### src/rtl/plot_pkg.sv
// plot_pkg: shared constants and the FSM state type for node_plot_streamer.
//   FRAC_BITS : fractional bits of the Q20.12 node position format
//   SCREEN_W  : visible width in pixels (x valid 0..SCREEN_W-1)
//   SCREEN_H  : visible height in pixels (y valid 0..SCREEN_H-1)
//   state_t   : 2-bit scan state {IDLE, EVAL, WAIT, DONE}
package plot_pkg;

    localparam int FRAC_BITS = 12;
    localparam int SCREEN_W  = 640;
    localparam int SCREEN_H  = 480;

    typedef enum logic [1:0] {
        IDLE = 2'd0,
        EVAL = 2'd1,
        WAIT = 2'd2,
        DONE = 2'd3
    } state_t;

endpackage

### src/rtl/fixed_to_pixel.sv
// fixed_to_pixel: combinational conversion of one signed Q20.12 node position
// to integer screen coordinates plus an on-screen flag.
//   x, y    : signed fixed-point position (32 bits each)
//   px, py  : low bits of the integer pixel coordinates
//   visible : 1 when both coordinates are non-negative and inside the screen
// Build option: define PLOT_ROUND_EN to round to nearest (half up) instead of
// truncating toward -inf.
module fixed_to_pixel
    import plot_pkg::*;
#(
    parameter int FRAC_BITS_P = plot_pkg::FRAC_BITS,
    parameter int SCREEN_W_P  = plot_pkg::SCREEN_W,
    parameter int SCREEN_H_P  = plot_pkg::SCREEN_H,
    parameter int PIX_X_W     = 10,
    parameter int PIX_Y_W     = 9
) (
    input  logic [31:0]        x,
    input  logic [31:0]        y,
    output logic [PIX_X_W-1:0] px,
    output logic [PIX_Y_W-1:0] py,
    output logic               visible
);

`ifdef PLOT_ROUND_EN
    // One extra bit so adding the half-LSB to 0x7FFFFFFF cannot wrap negative.
    localparam int FW = 33;
`else
    localparam int FW = 32;
`endif

    localparam logic signed [FW-1:0] X_LIM = FW'(SCREEN_W_P);
    localparam logic signed [FW-1:0] Y_LIM = FW'(SCREEN_H_P);

    logic signed [FW-1:0] x_full;
    logic signed [FW-1:0] y_full;

`ifdef PLOT_ROUND_EN
    localparam logic signed [FW-1:0] HALF = FW'(1) <<< (FRAC_BITS_P - 1);
    assign x_full = ($signed({x[31], x}) + HALF) >>> FRAC_BITS_P;
    assign y_full = ($signed({y[31], y}) + HALF) >>> FRAC_BITS_P;
`else
    assign x_full = $signed(x) >>> FRAC_BITS_P;
    assign y_full = $signed(y) >>> FRAC_BITS_P;
`endif

    // Sign is taken from the original value, so negatives never wrap on screen.
    assign visible = !x[31] && !y[31] && (x_full < X_LIM) && (y_full < Y_LIM);
    assign px      = x_full[PIX_X_W-1:0];
    assign py      = y_full[PIX_Y_W-1:0];

endmodule

### src/rtl/node_plot_streamer.sv
// node_plot_streamer: on frame_start, snapshots all node positions, converts
// each to screen coordinates, clips off-screen nodes and streams visible ones
// one at a time over a valid/ready interface.
//   clk, reset      : clock (rising edge), synchronous active-low reset
//   frame_start     : one-cycle pulse, positions settled for this frame
//   x_pos_flat      : node i x at [32i+31:32i], signed Q20.12
//   y_pos_flat      : node i y, same format
//   out_valid/ready : pixel word handshake (transfer on valid && ready)
//   out_x, out_y    : pixel column / row (row 0 at top)
//   out_node        : index of the emitted node
//   busy            : high whenever the scan is not IDLE
//   frame_done      : one-cycle pulse at the end of the frame scan
//   drop_count      : nodes clipped in the last/current frame, saturating
//   overrun         : sticky, frame_start seen while busy
// Build option: PLOT_ROUND_EN selects rounding in fixed_to_pixel.
module node_plot_streamer
    import plot_pkg::*;
#(
    parameter int NUM_NODES = 8,
    parameter int FRAC_BITS = plot_pkg::FRAC_BITS,
    parameter int SCREEN_W  = plot_pkg::SCREEN_W,
    parameter int SCREEN_H  = plot_pkg::SCREEN_H,
    parameter int PIX_X_W   = 10,
    parameter int PIX_Y_W   = 9
) (
    input  logic                         clk,
    input  logic                         reset,
    input  logic                         frame_start,
    input  logic [32*NUM_NODES-1:0]      x_pos_flat,
    input  logic [32*NUM_NODES-1:0]      y_pos_flat,
    output logic                         out_valid,
    input  logic                         out_ready,
    output logic [PIX_X_W-1:0]           out_x,
    output logic [PIX_Y_W-1:0]           out_y,
    output logic [$clog2(NUM_NODES)-1:0] out_node,
    output logic                         busy,
    output logic                         frame_done,
    output logic [7:0]                   drop_count,
    output logic                         overrun
);

    localparam int IDX_W = $clog2(NUM_NODES);
    localparam logic [IDX_W-1:0] LAST_IDX = IDX_W'(NUM_NODES - 1);

    state_t           state;
    logic [IDX_W-1:0] idx;
    logic [31:0]      snap_x [NUM_NODES];
    logic [31:0]      snap_y [NUM_NODES];

    logic [PIX_X_W-1:0] cur_px;
    logic [PIX_Y_W-1:0] cur_py;
    logic               cur_vis;
    logic               last_node;

    fixed_to_pixel #(
        .FRAC_BITS_P (FRAC_BITS),
        .SCREEN_W_P  (SCREEN_W),
        .SCREEN_H_P  (SCREEN_H),
        .PIX_X_W     (PIX_X_W),
        .PIX_Y_W     (PIX_Y_W)
    ) u_conv (
        .x       (snap_x[idx]),
        .y       (snap_y[idx]),
        .px      (cur_px),
        .py      (cur_py),
        .visible (cur_vis)
    );

    assign last_node  = (idx == LAST_IDX);
    assign busy       = (state != IDLE);
    assign frame_done = (state == DONE);

    // Snapshot storage needs no reset: it is always written before EVAL reads it.
    always_ff @(posedge clk) begin
        if (state == IDLE && reset && frame_start) begin
            for (int unsigned i = 0; i < NUM_NODES; i++) begin
                snap_x[i] <= x_pos_flat[32*i +: 32];
                snap_y[i] <= y_pos_flat[32*i +: 32];
            end
        end
    end

    always_ff @(posedge clk) begin
        if (!reset) begin
            state      <= IDLE;
            idx        <= '0;
            out_valid  <= 1'b0;
            out_x      <= '0;
            out_y      <= '0;
            out_node   <= '0;
            drop_count <= '0;
            overrun    <= 1'b0;
        end else begin
            if (frame_start && state != IDLE) begin
                overrun <= 1'b1;
            end
            case (state)
                IDLE: begin
                    if (frame_start) begin
                        idx        <= '0;
                        drop_count <= '0;
                        state      <= EVAL;
                    end
                end
                EVAL: begin
                    if (cur_vis) begin
                        out_x     <= cur_px;
                        out_y     <= cur_py;
                        out_node  <= idx;
                        out_valid <= 1'b1;
                        state     <= WAIT;
                    end else begin
                        if (drop_count != 8'hFF) begin
                            drop_count <= drop_count + 8'd1;
                        end
                        if (last_node) begin
                            state <= DONE;
                        end else begin
                            idx <= idx + 1'b1;
                        end
                    end
                end
                WAIT: begin
                    if (out_ready) begin
                        out_valid <= 1'b0;
                        if (last_node) begin
                            state <= DONE;
                        end else begin
                            idx   <= idx + 1'b1;
                            state <= EVAL;
                        end
                    end
                end
                DONE: begin
                    state <= IDLE;
                end
                default: state <= IDLE;
            endcase
        end
    end

endmodule

### config.mk
export PLATFORM = sky130hd
export DESIGN_NAME = node_plot_streamer
export DESIGN_NICKNAME = d
export VERILOG_FILES = /design/src/rtl/plot_pkg.sv /design/src/rtl/fixed_to_pixel.sv /design/src/rtl/node_plot_streamer.sv
export SDC_FILE = /design/constraint.sdc
export NUM_CORES = 1
export LEC_CHECK = 0
export BUFFER_PORTS_ARGS = -buffer_cell sky130_fd_sc_hd__buf_4
export CORE_AREA = 3 3 215 217
export DETAILED_ROUTE_END_ITERATION = 8
export DIE_AREA = 0 0 218 220
export REMOVE_ABC_BUFFERS = 1
export SYNTH_ARGS = -nofsm -noshare
export SYNTH_HDL_FRONTEND = slang
export SYNTH_SLANG_ARGS = --single-unit
### constraint.sdc
create_clock -name clk -period 10.6 [get_ports clk]
set_clock_uncertainty 0.1 [all_clocks]
set_input_delay 0.53 -clock clk [delete_from_list [all_inputs] [get_ports clk]]
set_output_delay 0.53 -clock clk [all_outputs]
set_load 0.1 [all_outputs]
; ---- Word level (Yosys, flattened, before mapping)
; Memories as Yosys holds them, arrays and structs flattened. A register that Yosys moved wholly into a read port is not among the register bits.
; Index checks and enable logic that the tools add are counted.
[op_classes]
muxes = 24
n_eq_ne = 11
n_addsub = 2
reduce_logical = 18
n_lt_le_gt_ge = 2
[ops]
columns = cell, n
row1 = 3-bit 2-to-1 mux, 8
row2 = 8-bit 2-to-1 mux, 3
row3 = 20-bit by 10-bit < comparator with 1-bit output (second input constant), 1
row4 = 20-bit by 11-bit < comparator with 1-bit output (second input constant), 1
row5 = 8-bit case mux with 2 select lines, 1
row6 = 2-bit 2-to-1 mux, 5
row7 = 2-bit != test (second input constant), 5
row8 = 3-bit case mux with 3 select lines, 1
row9 = 8-bit by 1-bit adder with 8-bit output (second input constant), 1
row10 = 8-bit != test (second input constant), 1
row11 = 2-bit case mux with 4 select lines, 1
row12 = 4-bit AND reduction, 2
row13 = 1-bit logical AND, 6
row14 = 3-bit AND reduction, 2
row15 = 2-bit nonzero test, 3
row16 = 2-bit == test (second input constant), 2
row17 = 1-bit 2-to-1 mux, 4
row18 = 3-bit by 1-bit adder with 3-bit output (second input constant), 1
row19 = 3-bit == test (second input constant), 1
row20 = 3-bit != test (second input constant), 1
row21 = 3-bit nonzero test, 1
row22 = 2-bit by 1-bit == test with 1-bit output (second input constant), 1
row23 = 1-bit logical NOT, 2
row24 = 2-bit logical NOT, 1
row25 = 2 further kinds, 2
[totals]
ram_bits = 512
reg_bits = 37
wordCells = 67
mem_count = 2
output_inout_bits = 34
[mem_list]
columns = name, depth, word_bits, read_ports, rd_clocked_by_memory_dff, write_ports, line_no
row1 = snap_x, 8, 32, 1, 1, 8, node_plot_streamer.sv:47  ; logic [31:0] snap_x [NUM_NODES];
row2 = snap_y, 8, 32, 1, 1, 8, node_plot_streamer.sv:48  ; logic [31:0] snap_y [NUM_NODES];

; ---- Longest topological paths before layout
[logic_depth]
ltp_word = 8
depth_mapped = 14
mapped_depth_nobuf = 8

; ---- By module
; Synthesis repeated with hierarchy kept, for this count alone.
[unflattened]
cells_unflattened = 975
area_unflattened_um2 = 21105.2
[modules_own_cells]
columns = module, area_per_inst_um2, seq_area_each_um2, n_inst, cells_each
row1 = node_plot_streamer, 20882.5, 16175.5, 1, 945
row2 = fixed_to_pixel, 222.7, 0.0, 1, 30

; ---- Worst setup path after synthesis
; No wires, ideal clock.
[synth_timing]
path_kind = flip-flop to flip-flop
startpoint = reg state[1]
endpoint = mem snap_x[0][12] (enable)
arrival_ps = 8044
stages_incl_launch_ff = 4
path_slack_ps = 1731
period_less_slack_ps = 8869
setup_time_ps = 725
t_required_ps = 9775
cell_sequence = dfxtp_1 inv_1 ha_1 and3_1
[synth_lines]
columns = item, line_no
row1 = "start, declared", node_plot_streamer.sv:45  ; state_t state;
row2 = "start signal, assigned", node_plot_streamer.sv:85  ; state <= IDLE;
row3 = "start signal, assigned", node_plot_streamer.sv:102  ; state <= EVAL;
row4 = "start signal, assigned", node_plot_streamer.sv:111  ; state <= WAIT;
row5 = "end, declared", node_plot_streamer.sv:47

==> key figures <==
GRT
  • Congestion Overflow GR: 0
  • All-Layer GR Usage: 13.4%
  • First-pass GRT wire length: 47800 um
  • Vias in the first global route: 7989
  • Initial antenna violation count: 6
  • Largest net degree at the start of global routing: 171

STA
  • # setup viols final: 0
  • RSZ-0062 raised after global routing: false
  • Highest clock rate: 240 MHz
  • Setup ws final: 6.44 ns
  • Post-route setup TNS: 0 ns
  • Hold Vio Cnt, Final: 0
  • Final period util: 39.3%
  • Final Max Tran Viols: 0
  • Min cycle time layout: about 4.2 ns
  • Worst Tran Pin Value: 1.10 ns
  • Slew HR: 26.4%

Yosys
  • Cell area after synthesis: 0.0133 mm^2
  • Most used DFF post-synth: edfxtp_1
  • Post-synth EDFFs: 320
  • Post-synthesis cell type count: 55
  • Synth area leader: edfxtp_1
  • Synth Warn #: 0
  • Synth top cells by count: edfxtp_1 (320), dfxtp_1 (40), mux4_2 (32)
  • Most frequent cell after synthesis: edfxtp_1
  • Seq/Total Area, Yosys: 78.5%
  • Mean Syn Cell Area: 19.4 um^2
  • Top area cells in the synthesized netlist: edfxtp_1 (72%), dfxtp_1 (6.0%), mux4_2 (5.4%)
  • Top-area cell type share of the netlist area: 72.5%
  • Post-Syn Instances: 684
  • Fraction of registers with async set/reset: 0%
  • Flops & latches, synth: 360

Drt
  • Final wirelength: 32500 um
  • Vias per cell: 4.46
  • DR WL/cell: 19.3 um
  • Vias: 7517
  • DR pass1 iterations: 4
  • DRC viols: 0
  • Post-route ant nets: 0
  • Iter 0 DRT Violations: 420

Clocking
  • CTS Hold Bufs: 0
  • Clk buf depth: 3
  • TritonCTS clock tree: done
  • Total CTS buffers: 39
  • Worst-skew pair later-pin latency: 0.54 ns
  • Post-cts resize count: 0
  • Postcts setup bufs: 0
  • CTS clk-pin slew, worst paths: 0.06 ns
  • # clock sinks: 360
  • CTS root buffer: clkbuf_16
  • Htree depth: 2

Floorplan
  • # rows: 77
  • Die X: approximately 220 um
  • Die Span Y: 220 um
  • Die area: 0.0480 mm^2
  • Top Ports: 550
  • CORE AREA: 0.0443 mm^2
  • Initial Util: 29.9%

Power
  • Total Power: 0.00358 W
  • Worst VDD drop: roughly 0.14 mV
  • P_leak: 6.55 nW
  • Power Density: 201 mW/mm^2

Critical path
  • Reg2reg setup slack: 6.44 ns
  • CP max FO: just under 50
  • Most common cell on crit path: buf_4
  • Critical Path Start Type: flop
  • CP max-delay cell: nor4_4
  • Arrival @ worst endpoint: 4.48 ns
  • Worst EP required: 10.92 ns
  • Crit. path cell count: 9
  • Worst setup EP type: flop
  • Crit path cell chain: buf_4 -> inv_1 -> nor4b_1 -> a2bb2oi_1 -> o211ai_4 -> nor4_4 -> buf_4 -> nand4b_2 -> o22ai_1
  • R2r worst-path depth: 9
  • Worst path top cell family by delay: buffers and inverters
  • Slowest stage delay, CP: 0.62 ns
  • Buf/Inv on CP: 3
  • Setup CP Type: flop to flop

Worst hold path
  • Hold Path Depth: 1
  • Worst min-delay path class: input port to flop

Job
  • Max-Cap Viols: 0

Placed design
  • Place WS: 6.23 ns
  • DPL Wire Length: between 20000 and 25000 um
  • Port bufs: 357
  • Final GP Congestion: 0.759
  • Dpl cells: 1614

Layout
  • Cell Count, Final, Fillers Out: 1684
  • Fill count: around 4000
  • Layout area overhead: 34.2%
  • Nets: about 1600
  • Share of post-route cells with drive strength above 1: 43.0%
  • Antenna Cells: 0

Run status
  • Status: finished, final reports clean
[cells in the final DEF (no fill, tap or decap), types with 16 or more instances in the layout]
master     synthesis  final
buf_4              5    363
edfxtp_1         320    320
clkbuf_16          0     40
dfxtp_1           40     37
mux4_2            32     32
nor2_1            28     28
nand2_1           28     28
mux2i_1           23     23
nor4_1            20     20
o211a_1           16     16
[worst register-to-register path: cells and delay by family, from the launching register on]
kind | cells | cell delay [ns]
AO/OA/AOI/OAI | 3 | 0.74
buffers and inverters | 3 | 1.33
flip-flops | 1 | 0.57
AND/OR/NAND/NOR | 3 | 1.29
[routing by layer]
layer | wire (um) | up-vias | GRT usage [%] | share of wire (%)
met4 | 628 | 12 | 3.96 | 1.9
met3 | 3390 | 52 | 5.74 | 10
met1 | 13000 | 3610 | 16.0 | 40
met5 | 90 | - | 0 | 0.28
met2 | 15400 | 293 | 22.0 | 47
li1 | - | 3550 | - | -
[power breakdown]
| part | leakage (nW) | internal (W) | switching, W |
|---|---|---|---|
| clock network | 0.615 | 0.000786 | 0.000541 |
| logic | 2.64 | 0.000202 | 0.000262 |
| registers | 3.29 | 0.00173 | 0.0000537 |
[flip-flops by register name, indices dropped and copies added (netlist names), named ones only]
signal and count:
snap_x 160, snap_y 160, out_x 10, out_y 9, drop_count 8, idx 3, out_node 3, state 2
out_valid 1, overrun 1
[per-stage QoR]
step / util, % / instance area [um^2] / hold slack [ns]
finish: 40.1 / 17800 / 0.0573
global route: 40.1 / 17800 / 0.0149
CTS: 40.1 / 17800 / 0.00488
detailed placement: 37.3 / 16500 / 0.388
global placement: 37.3 / 16500 / 0.379
floorplan: - / 13000 / 0.386
[cell type report]
class,count,area [um^2],share of cell area (%)
clock buffers,49,1060,5.98
clock inverters,21,190,1.07
inverters,9,33.8,0.190
multi-input cells,289,2600,14.6
flip-flops and latches,360,10400,58.5
well taps,592,741,4.16
repair buffers,364,2750,15.4
[worst paths after layout]
path,start,to
hold reg to reg,out_y[2],out_y[2]
hold / removal,x_pos_flat[82],snap_x[2][18]
setup reg to reg,flop,flop
setup / recovery,flop,flop
[logic make-up after synthesis]
| group | share of synthesized area (%) |
|---|---|
| buffers and inverters | 1.91 |
| muxes | 8.70 |
| adders and majority gates | 0.566 |
| and+or+nand+nor | 6.20 |
| AOI/OAI and AO/OA | 4.11 |
| DFF | 78.5 |
No activity file was read; power rests on OpenSTA's default activity.
